<file path="src/rtl/countdown_sequencer.sv">
// Programmable down-counter sequencer with prescaler, pause/resume,
// one-shot and auto-reload modes, and a one-cycle terminal-count pulse.
module countdown_sequencer #(
    parameter int WIDTH      = 3,
    parameter int PRESCALE_W = 4
) (
    input  logic                  clk,
    input  logic                  reset,
    input  logic [WIDTH-1:0]      load_val,
    input  logic [PRESCALE_W-1:0] prescale,
    input  logic                  auto_reload,
    input  logic                  start,
    input  logic                  stop,
    input  logic                  clear,
    output logic [WIDTH-1:0]      count,
    output logic                  busy,
    output logic                  paused,
    output logic                  tc,
    output logic                  done
);

    typedef enum logic [1:0] {
        IDLE,
        RUN,
        PAUSE,
        DONE
    } state_t;

    state_t                  state_q, state_d;
    logic [WIDTH-1:0]        count_q, count_d;
    logic [PRESCALE_W-1:0]   pre_q, pre_d;
    logic [WIDTH-1:0]        lat_load_q, lat_load_d;
    logic [PRESCALE_W-1:0]   lat_pre_q, lat_pre_d;
    logic                    lat_auto_q, lat_auto_d;
    logic                    tc_q, tc_d;
    logic                    tick;

    assign tick = (pre_q == lat_pre_q);

    always_ff @(posedge clk or posedge reset) begin
        if (reset) begin
            state_q    <= IDLE;
            count_q    <= '0;
            pre_q      <= '0;
            lat_load_q <= '0;
            lat_pre_q  <= '0;
            lat_auto_q <= 1'b0;
            tc_q       <= 1'b0;
        end else begin
            state_q    <= state_d;
            count_q    <= count_d;
            pre_q      <= pre_d;
            lat_load_q <= lat_load_d;
            lat_pre_q  <= lat_pre_d;
            lat_auto_q <= lat_auto_d;
            tc_q       <= tc_d;
        end
    end

    always_comb begin
        state_d    = state_q;
        count_d    = count_q;
        pre_d      = pre_q;
        lat_load_d = lat_load_q;
        lat_pre_d  = lat_pre_q;
        lat_auto_d = lat_auto_q;
        tc_d       = 1'b0;

        if (clear) begin
            state_d = IDLE;
            count_d = '0;
            pre_d   = '0;
        end else if (start) begin
            if (state_q == PAUSE) begin
                state_d = RUN;
            end else begin
                state_d    = RUN;
                count_d    = load_val;
                pre_d      = '0;
                lat_load_d = load_val;
                lat_pre_d  = prescale;
                lat_auto_d = auto_reload;
            end
        end else if (stop && state_q == RUN) begin
            // stop beats a coincident tick: everything freezes
            state_d = PAUSE;
        end else if (state_q == RUN) begin
            if (tick) begin
                pre_d = '0;
                if (count_q != '0) begin
                    count_d = count_q - WIDTH'(1);
                end else begin
                    tc_d = 1'b1;
                    if (lat_auto_q) begin
                        count_d = lat_load_q;
                    end else begin
                        state_d = DONE;
                    end
                end
            end else begin
                pre_d = pre_q + PRESCALE_W'(1);
            end
        end
    end

    assign count  = count_q;
    assign tc     = tc_q;
    assign busy   = (state_q == RUN);
    assign paused = (state_q == PAUSE);
    assign done   = (state_q == DONE);

endmodule

</file>
<file path="config.mk">
export PLATFORM = sky130hd
export DESIGN_NAME = countdown_sequencer
export DESIGN_NICKNAME = d
export VERILOG_FILES = /design/src/rtl/countdown_sequencer.sv
export SDC_FILE = /design/constraint.sdc
export NUM_CORES = 1
export LEC_CHECK = 0
export ABC_AREA = 1
export CORE_AREA = 3 3 74 58
export CTS_BUF_LIST = sky130_fd_sc_hd__clkbuf_16
export DETAILED_ROUTE_END_ITERATION = 12
export DIE_AREA = 0 0 77 61
export PLACE_DENSITY = 0.61
export SYNTH_ARGS = -nofsm -noshare
export SYNTH_HDL_FRONTEND = slang
export SYNTH_SLANG_ARGS = --single-unit
</file>
<file path="constraint.sdc">
create_clock -name clk -period 1.4 [get_ports clk]
set_input_delay 0.28 -clock clk [delete_from_list [all_inputs] [get_ports clk]]
set_output_delay 0.28 -clock clk [all_outputs]
set_load 0.01 [all_outputs]
</file>
==> flow_summary.ini <==
[run_status]
outcome = complete, no violations

[yosys]
yosysMostFrequentCell = nand2_1
synth_top_area_share_pct = 42.0
synth_xor_area_share_pct = 0
synth.yosys.warnings = 0
synth_cell_type_count = 21
syn_area_um2 = 1070
syn_area_per_cell_um2 = 7.16
synth-seq-cells = 18
synth_common_cells = nand2_1 (56), inv_1 (23), dfrtp_1 (18)
synth_cells = 150
synth_edf_count = 0
synthMuxAreaShare_pct = 3.15
synth-compound-area-share_pct = 4.31
ys_seq_area_share_pct = 42.0
synth_flop_cell = dfrtp_1
synth-async-reset-ratio_pct = 100
synthAdderAreaFrac_pct = 3.50
yosysTopAreaCell = dfrtp_1
syn_nets = 166
synth_area_leaders = dfrtp_1 (42%), nand2_1 (20%), inv_1 (8.0%), nor2_1 (4.5%), nand3_1 (4.2%)
yosys.area_share.simple_pct = 36.5
synth_top_family_by_area = simple AND/OR/NAND/NOR gates

[clocking]
clock_latency_ns = 0.25
cts_tree = done
cts-root-buf = clkbuf_16
h-tree-depth = 1
hold_buffers = 0
cts-buffers-inserted = 3
cts.path.max_buffers = 2
cts.clk_slew.worst_paths_ns = 0.05
cts.sinks = 18

[floorplan]
ioPinCount = 20
dieWidth_um = 77
fp.dieH_um = 61
rows = 19
core-area_um2 = 3640
dieArea_um2 = 4700
start_util_pct = 29.5

[min_path]
holdCritPathClass = in -> async

[routing]
ant_nets = 0
drtIter0Drc = 38
vias_per_cell = 4.29
firstDrtPassIters = 4
routedWlPerCell_um = 9.99
drc = 0
finalWirelength_um = 2460
route.vias.total = 1056

[timing]
hold-worst-slack_ns = 0.347
slew-limit-headroom_pct = 83.7
slew_violations = 0
finClkSkew_ns = 0.00141
rsz0062_at_grt = true
hold_viol_final = 0
worst_pin_slew_ns = 0.244
period_needed_ns = 1.34
fmax_ghz = 0.747
period_share_pct = 95.7
setup_violations = 0

[global_routing]
grt_antenna_before_repair = 0
grt_max_degree = 19
grt_pass1_wl_um = 3970
grt_use_total_pct = 11.0
grt_pass1_vias = 875
grt-ovfl-total = 0

[run]
drv_cap = 0

[placement]
io_buffer_count = 19
hpwl_um = 1830
gp_congestion = 0.825
dpl.cell_count = 236

[worst_setup_path]
end_kind = output port
cp.required_ns = 1.12
crit_path_end = paused
worstPathMaxFanout = 4
timing.rr.start = state_q[0]
reg2reg_slack_ns = 0.07
arrival_ns = 1.06
ff2ff_path_depth = 9
r2r_end = count[2]
startpoint_type = register
path_class = reg -> out
critPathLaunch = state_q[0]

[power]
vdd_drop_max_uv = 518
leakagePower_nw = 0.901
p_per_area_nw_per_um2 = 1270

[finish]
insertedDiodeCount = 0
fin_util_pct = 45.7
area_delta_synth_final_pct = 54.9
layout-drive-gt1-share_pct = 29.4
fin_cells = 246
n_fill_cell = 373
nNetsFinal = 211
cell type report:
cell class              instances  area, µm²  area share (%)
clock buffers                   3       75.1            4.51
clock inverters                 1       3.75           0.226
inverters                      23       86.3            5.19
multi-input cells             107        619            37.2
flip-flops and latches         18        450            27.1
well taps                      52       65.1            3.91
repair buffers                 42        363            21.8
report_power, final:
group          switching (W)  internal, W  leakage [nW]  total (W)
clock               0.000188     0.000379        0.0385   0.000567
combinational       0.000448     0.000426         0.638   0.000874
sequential         0.0000581     0.000616         0.224   0.000674
total               0.000694      0.00142         0.901    0.00212
registers in the layout, summed over array words and instances, names as in the netlist:
signal      flops
tc              1
lat_pre_q       4
lat_load_q      3
state_q         2
count           3
lat_auto_q      1
pre_q           4
layer usage:
layer	routed length, µm	track usage (%)	up-vias
met3	99	3.86	2
met5	0	0	-
met1	1290	15.0	477
li1	-	-	559
met4	26	4.57	0
met2	1040	16.0	18
repair_timing:
item	in CTS	in global routing
setup endpoints to repair	15	15
gates resized for setup	16	33
gates cloned	1	0
setup buffers	2	3
pin swaps	1	8
endpoints found under the hold margin	0	0
cell families (layout without fill, tap and decap cells):
| kind of cell | after synthesis | after routing |
|---|---|---|
| flops | 18 | 18 |
| simple gates | 91 | 92 |
| fa+ha+maj | 3 | 3 |
| mux | 3 | 3 |
| buf+inv | 26 | 69 |
| compound gates | 9 | 9 |
how the worst min path moves through the flow:
stage                  startpoint  slack, ns  cells past startpoint            end
floorplan                   reset       0.22                      1       count[0]
global placement    lat_load_q[1]       0.48                      2  lat_load_q[1]
detailed placement  lat_load_q[1]       0.48                      2  lat_load_q[1]
CTS                         reset       0.35                      3   lat_pre_q[1]
global route                reset       0.39                      3   lat_pre_q[1]
finish                      reset       0.35                      3   lat_pre_q[1]
cells in the final DEF (no fill, tap or decap), types with 5 or more instances in the layout:
cell type / count
inv_1: 19
clkdlybuf4s50_1: 10
buf_4: 20
nand2_1: 49
nor2_1: 9
nand3_1: 7
nand4_1: 5
dfrtp_1: 18
critical path: stages, from the launching register on:
cell and delay [ns]:
dfrtp_1 0.40, buf_6 0.15, nor2_2 0.13, buf_2 0.14
through the flow:
stage	total power, W	TNS (ns)	setup WS (ns)	area [µm²]
floorplan	0.00109	0	0.0612	1070
global placement	0.00143	-4.48	-0.274	1440
detailed placement	0.00144	-4.68	-0.312	1440
CTS	0.00203	-0.0418	-0.0400	1540
global route	0.00228	-0.0522	-0.0300	1660
finish	0.00212	0	0.0607	1660
(Power assumes the default switching activity.)
==> RTL edit 1, RTL diff (same settings) <==
Change the parameter `WIDTH` from 3 to 6.
--- a/src/rtl/countdown_sequencer.sv
+++ b/src/rtl/countdown_sequencer.sv
@@ -3,3 +3,3 @@
 module countdown_sequencer #(
-    parameter int WIDTH      = 3,
+    parameter int WIDTH      = 6,
     parameter int PRESCALE_W = 4
Interface: changed (resized count and load_val); port bits go from 20 to 26. The function was not compared with the original's and may differ.
==> RTL edit 1 against the unedited design <==
  * The run now ends with setup timing left
  * Via count grew 35%
  * Highest routed layer unchanged
  * Combinational power grew 100%
  * Count of clock-buffer cells in the layout unchanged
  * Design area increased by 36%
  * Worst setup slack worse by 86 ps
  * Power is 58% higher
  * Sequential cell count rose by 6
  * Cell count is 25% higher
  * Wire length is 58% higher
  * Utilization increased by 16 points
  * Fmax decreased by 6.0%
  * Critical path depth is 5 higher
  * Synthesized area grew 31%
==> RTL edit 1: results (changes against the unedited design) <==
Run status
  – Outcome: finished, violations left
  – Failing checks: setup timing

STA
  – Fin worst setup slack: -25.2 ps (-85.9 ps)
  – Slew margin rel.: 79.2% (-4.5 points)
  – Max Clock Skew: 2.88 ps (+1.47 ps)
  – Setup TNS: -32.3 ps (-32.3 ps)
  – Setup violation total in the final timing report: 2 (+2)

Global route
  – Largest net degree at the start of global routing: 25 (+6)
  – GRT Total Usage: 16.8% (+5.8 points)
  – Vias in the first global route: 1376 (+57%)

Synth
  – Synth cell types: 23 (+9.5%)
  – Mean Syn Cell Area: 7.53 um^2 (+5.3%)
  – XOR/XNOR Fraction of Synth Area: 1.25% (+1.3 points)
  – Synth area leaders: dfrtp_1 43%, nand2_1 15%, inv_1 5.9%
  – Synth Area in Compound Gates: 9.29% (+5.0 points)
  – Register area share after synthesis: 42.9% (+0.90 points)
  – Post-synth net total: 204 (+23%)
  – Mux contribution to synthesized area: 4.02% (+0.87 points)
  – Top cells by count, synth: 57 x nand2_1, 24 x dfrtp_1, 22 x inv_1
  – Post-Synth Adder-Cell Area: 1.79% (-1.7 points)

Power and ir drop
  – Reg power frac: 28.5% (-3.4 points)
  – Peak VDD IR: 0.846 mV (+63%)
  – Leakage power: 0.00116 uW (+29%)
  – Net Sw Power: 1260 uW (+82%)

Placement
  – Pre-CTS setup slack: -401 ps (-88.8 ps)
  – RePlAce Congestion: 0.828 (+0.33%)
  – Port Buffer Count: 25 (+6)
  – Hpwl dp: 2.57 mm (+40%)
  – Placed Cells: 293 (+24%)

Detailed routing
  – DRT iter0 DRCs: 110 (+190%)
  – Routed vias: 1428 (+35%)
  – Drt total wl: 3.88 mm (+58%)

Worst setup path
  – Critical path peak fanout: 3 (-1)

Layout
  – Layout cells sized above 1: 38.7% (+9.3 points)
  – Non-Filler Instances: 308 (+25%)
  – Nets: 276 (+31%)
  – Antenna Cells: 0 (unchanged)
-- RTL edit 1: power groups by stage --
stage | combinational, uW | sequential (uW) | clock (uW)
floorplan | 718 | 988 | 0
global placement | 1470 | 942 | 0
detailed placement | 1470 | 941 | 0
CTS | 1540 | 955 | 618
global route | 1970 | 970 | 655
finish | 1780 | 953 | 611
-- RTL edit 1: path summary, 6_finish.rpt --
path | depth (start not counted) | end | slack [ps] | from
max in group asynchronous | 3 | state_q[0] | 780 | reset
worst min register to register | 2 | lat_load_q[1] | 490 | lat_load_q[1]
worst max register to register | 8 | count[2] | -30 | count[0]
min in group clk | 2 | lat_load_q[1] | 490 | lat_load_q[1]
worst max-delay path | 8 | count[2] | -30 | count[0]
worst min-delay path | 3 | tc | 370 | reset
-- RTL edit 1: metal layers --
layer  global-route usage [%]  vias to the layer above  part of all wire [%]
li1                         -                      737                     -
met1                     23.5                      658                    48
met2                     27.0                       30                    48
met3                     4.01                        3                   3.5
met4                     3.30                        0                  0.36
met5                        0                        -                     0
-- RTL edit 1: layout make-up --
type,instances,area [um^2]
clock buffers,3,75.1
multi-input cells,134,845
well taps,52,65.1
flip-flops and latches,24,602
fillers,321,1380
inverters,28,110
repair buffers,67,559
-- RTL edit 1: cell families (layout without fill, tap and decap cells) --
kind of cell / after synthesis / after routing
compound gates: 24 / 24
xor+xnor: 2 / 2
fa+ha+maj: 2 / 2
buf+inv: 29 / 98
flops: 24 / 24
mux: 5 / 5
simple gates: 100 / 101
-- RTL edit 1: worst max-delay path, cell delays in order (launching register included) --
cell and delay, ps:
dfrtp_1 390, inv_2 90, ha_4 170, buf_4 120
xor2_1 170, o21ai_0 110, o21ai_1 180, nand2_2 70
nand2_1 70
-- RTL edit 1: through the flow --
step	cell area (um^2)	total power [uW]	hold WS [ps]	utilization [%]
after floorplan	1420	1710	295	-
after global placement	1960	2410	478	53.9
after detailed placement	1960	2410	481	53.9
after CTS	2100	3120	384	57.8
after global routing	2260	3590	408	62.0
final	2260	3340	370	62.0
-- RTL edit 1: timing repair --
action,4_1_cts,5_1_grt
resized for setup,33,29
cloned,1,0
pin swaps,1,13
endpoints found under the setup margin,29,23
hold buffers,0,0
setup buffers,3,9
==> RTL edit 2, RTL diff (same settings) <==
Without the edit above. Reset style: synchronous (`reset`), changed in one clocked block.
--- a/src/rtl/countdown_sequencer.sv
+++ b/src/rtl/countdown_sequencer.sv
@@ -39,3 +39,3 @@
 
-    always_ff @(posedge clk or posedge reset) begin
+    always_ff @(posedge clk) begin
         if (reset) begin
Formal check against the unedited RTL: differs if reset is asserted again (counterexample within 4 cycles, from zero or initial values and one cycle with reset high); with reset held inactive, the same outputs for 10 cycles.
==> RTL edit 2 against the unedited design <==
  * Synthesized area decreased by 11%
  * Design area shrank 11%
  * Synthesized cell count fell by 3.3%
  * Worst setup slack worse by 12 ps
  * Fmax down 0.91%
  * Wire length is 6.9% lower
  * Via count decreased by 8.5%
  * First-iteration DRC count fell by 42%
  * Sequential cell count did not move
  * Largest cell class unchanged
Power is not compared: it rests on default switching activity, and its combinational part moved more than twofold at a synthesized area within 25%.
==> RTL edit 2: results (changes against the unedited design) <==
Global route
  – Met1 usage: 14.4% (-0.60 points)
  – GR Layer Usage met3: 4.30% (+0.45 points)
  – GRT Total Usage: 10.9% (-0.064 points)
  – Largest net degree at the start of global routing: 16 (-3)
  – Vias in the first global route: 899 (+2.7%)
  – Grt met2 use: 17.0% (+0.99 points)
  – First-pass GRT wire length: 3.95 mm (-0.53%)

STA
  – Max Clock Skew: 1.91 ps (+0.499 ps)
  – Hold Slack: 450 ps (+103 ps)
  – Worst Tran Pin Value: 298 ps (+54.4 ps)
  – Final period util: 96.5% (+0.88 points)

Synth
  – Register area share after synthesis: 37.8% (-4.1 points)
  – Top cells by count, synth: 39 x nand2_1, 24 x inv_1, 18 x dfxtp_1
  – Mean Syn Cell Area: 6.57 um^2 (-8.2%)
  – Post-synth net total: 161 (-3.0%)
  – Top_reg_cell synth: dfxtp_1
  – Synth area leaders: dfxtp_1 38%, nand2_1 15%, inv_1 9.5%

Placement
  – RePlAce Congestion: 0.775 (-6.0%)
  – Post-place instance area: 1360 um^2 (-5.5%)
  – Placed Cells: 237 (+0.42%)

Detailed routing
  – DRT iter0 DRCs: 22 (-42%)
  – Routed met2 length: 951 um (-8.3%)
  – Met3 Wirelength: 112 um (+13%)
  – M1 WL: 1.21 mm (-6.8%)
  – Vias/cell: 4.01 (-6.6%)

Run status
  – Outcome: finished, final reports clean

Worst setup path
  – Slowest-stage cell, CP: clkdlybuf4s50_1
  – R2r startpoint: count[1]
  – R2r endpoint: count[0]
  – Critical path startpoint: tc
  – Delay-heaviest family, CP: buffers and inverters
  – Worst stage delay on the critical path: 520 ps (+120 ps)
  – Critical path peak fanout: 1 (-3)

Worst hold path
  – Hold Crit Class: reg -> reg

Layout
  – Nets: 206 (-2.4%)
  – Layout cells sized above 1: 26.5% (-2.9 points)

Clock tree
  – Setup Fix Bufs, Post-CTS: 0 (-2)
==> RTL edit 2: cell types whose count changed after synthesis, moves of 3 or more <==
cell / delta
dfrtp_1: -18
nand3_1: -6
dfxtp_1: +18
a21oi_1: +10
nand2_1: -17
o21ai_0: +5
mux2_2: -3
nor2_1: +3
==> RTL edit 2: cell families (layout without fill, tap and decap cells) <==
| logic type | Yosys count | after routing | share of synthesized area, % |
|---|---|---|---|
| AND/OR/NAND/NOR | 72 | 72 | 32.1 |
| buffers and inverters | 27 | 71 | 12.2 |
| AO/OA/AOI/OAI | 24 | 24 | 13.0 |
| flip-flops | 18 | 18 | 37.8 |
| adder cells (fa/ha/maj) | 3 | 3 | 3.94 |
| XOR/XNOR | 1 | 1 | 0.920 |
==> RTL edit 2: timing repair <==
item	4_1_cts	5_1_grt
pin swaps	0	4
endpoints found under the setup margin	8	6
resized for setup	8	19
==> RTL edit 2: power groups by stage <==
| stage | registers [uW] | clock network [uW] | logic, uW |
|---|---|---|---|
| 6_report | 554 | 581 | 310 |
| 5_1_grt | 559 | 621 | 351 |
| 4_1_cts | 552 | 594 | 294 |
| 3_5_place_dp | 563 | 0 | 294 |
| 3_3_place_gp | 563 | 0 | 291 |
| 2_1_floorplan | 564 | 0 | 145 |
==> RTL edit 2: final cells by class <==
| cell class | count | area, um^2 | area share [%] |
|---|---|---|---|
| Clock inverter | 1 | 3.75 | 0.255 |
| Inverter | 25 | 93.8 | 6.37 |
| Timing Repair Buffer | 42 | 360 | 24.4 |
| Multi-Input combinational cell | 100 | 508 | 34.5 |
| Tap cell | 52 | 65.1 | 4.41 |
| Clock buffer | 3 | 75.1 | 5.09 |
| Sequential cell | 18 | 368 | 25.0 |
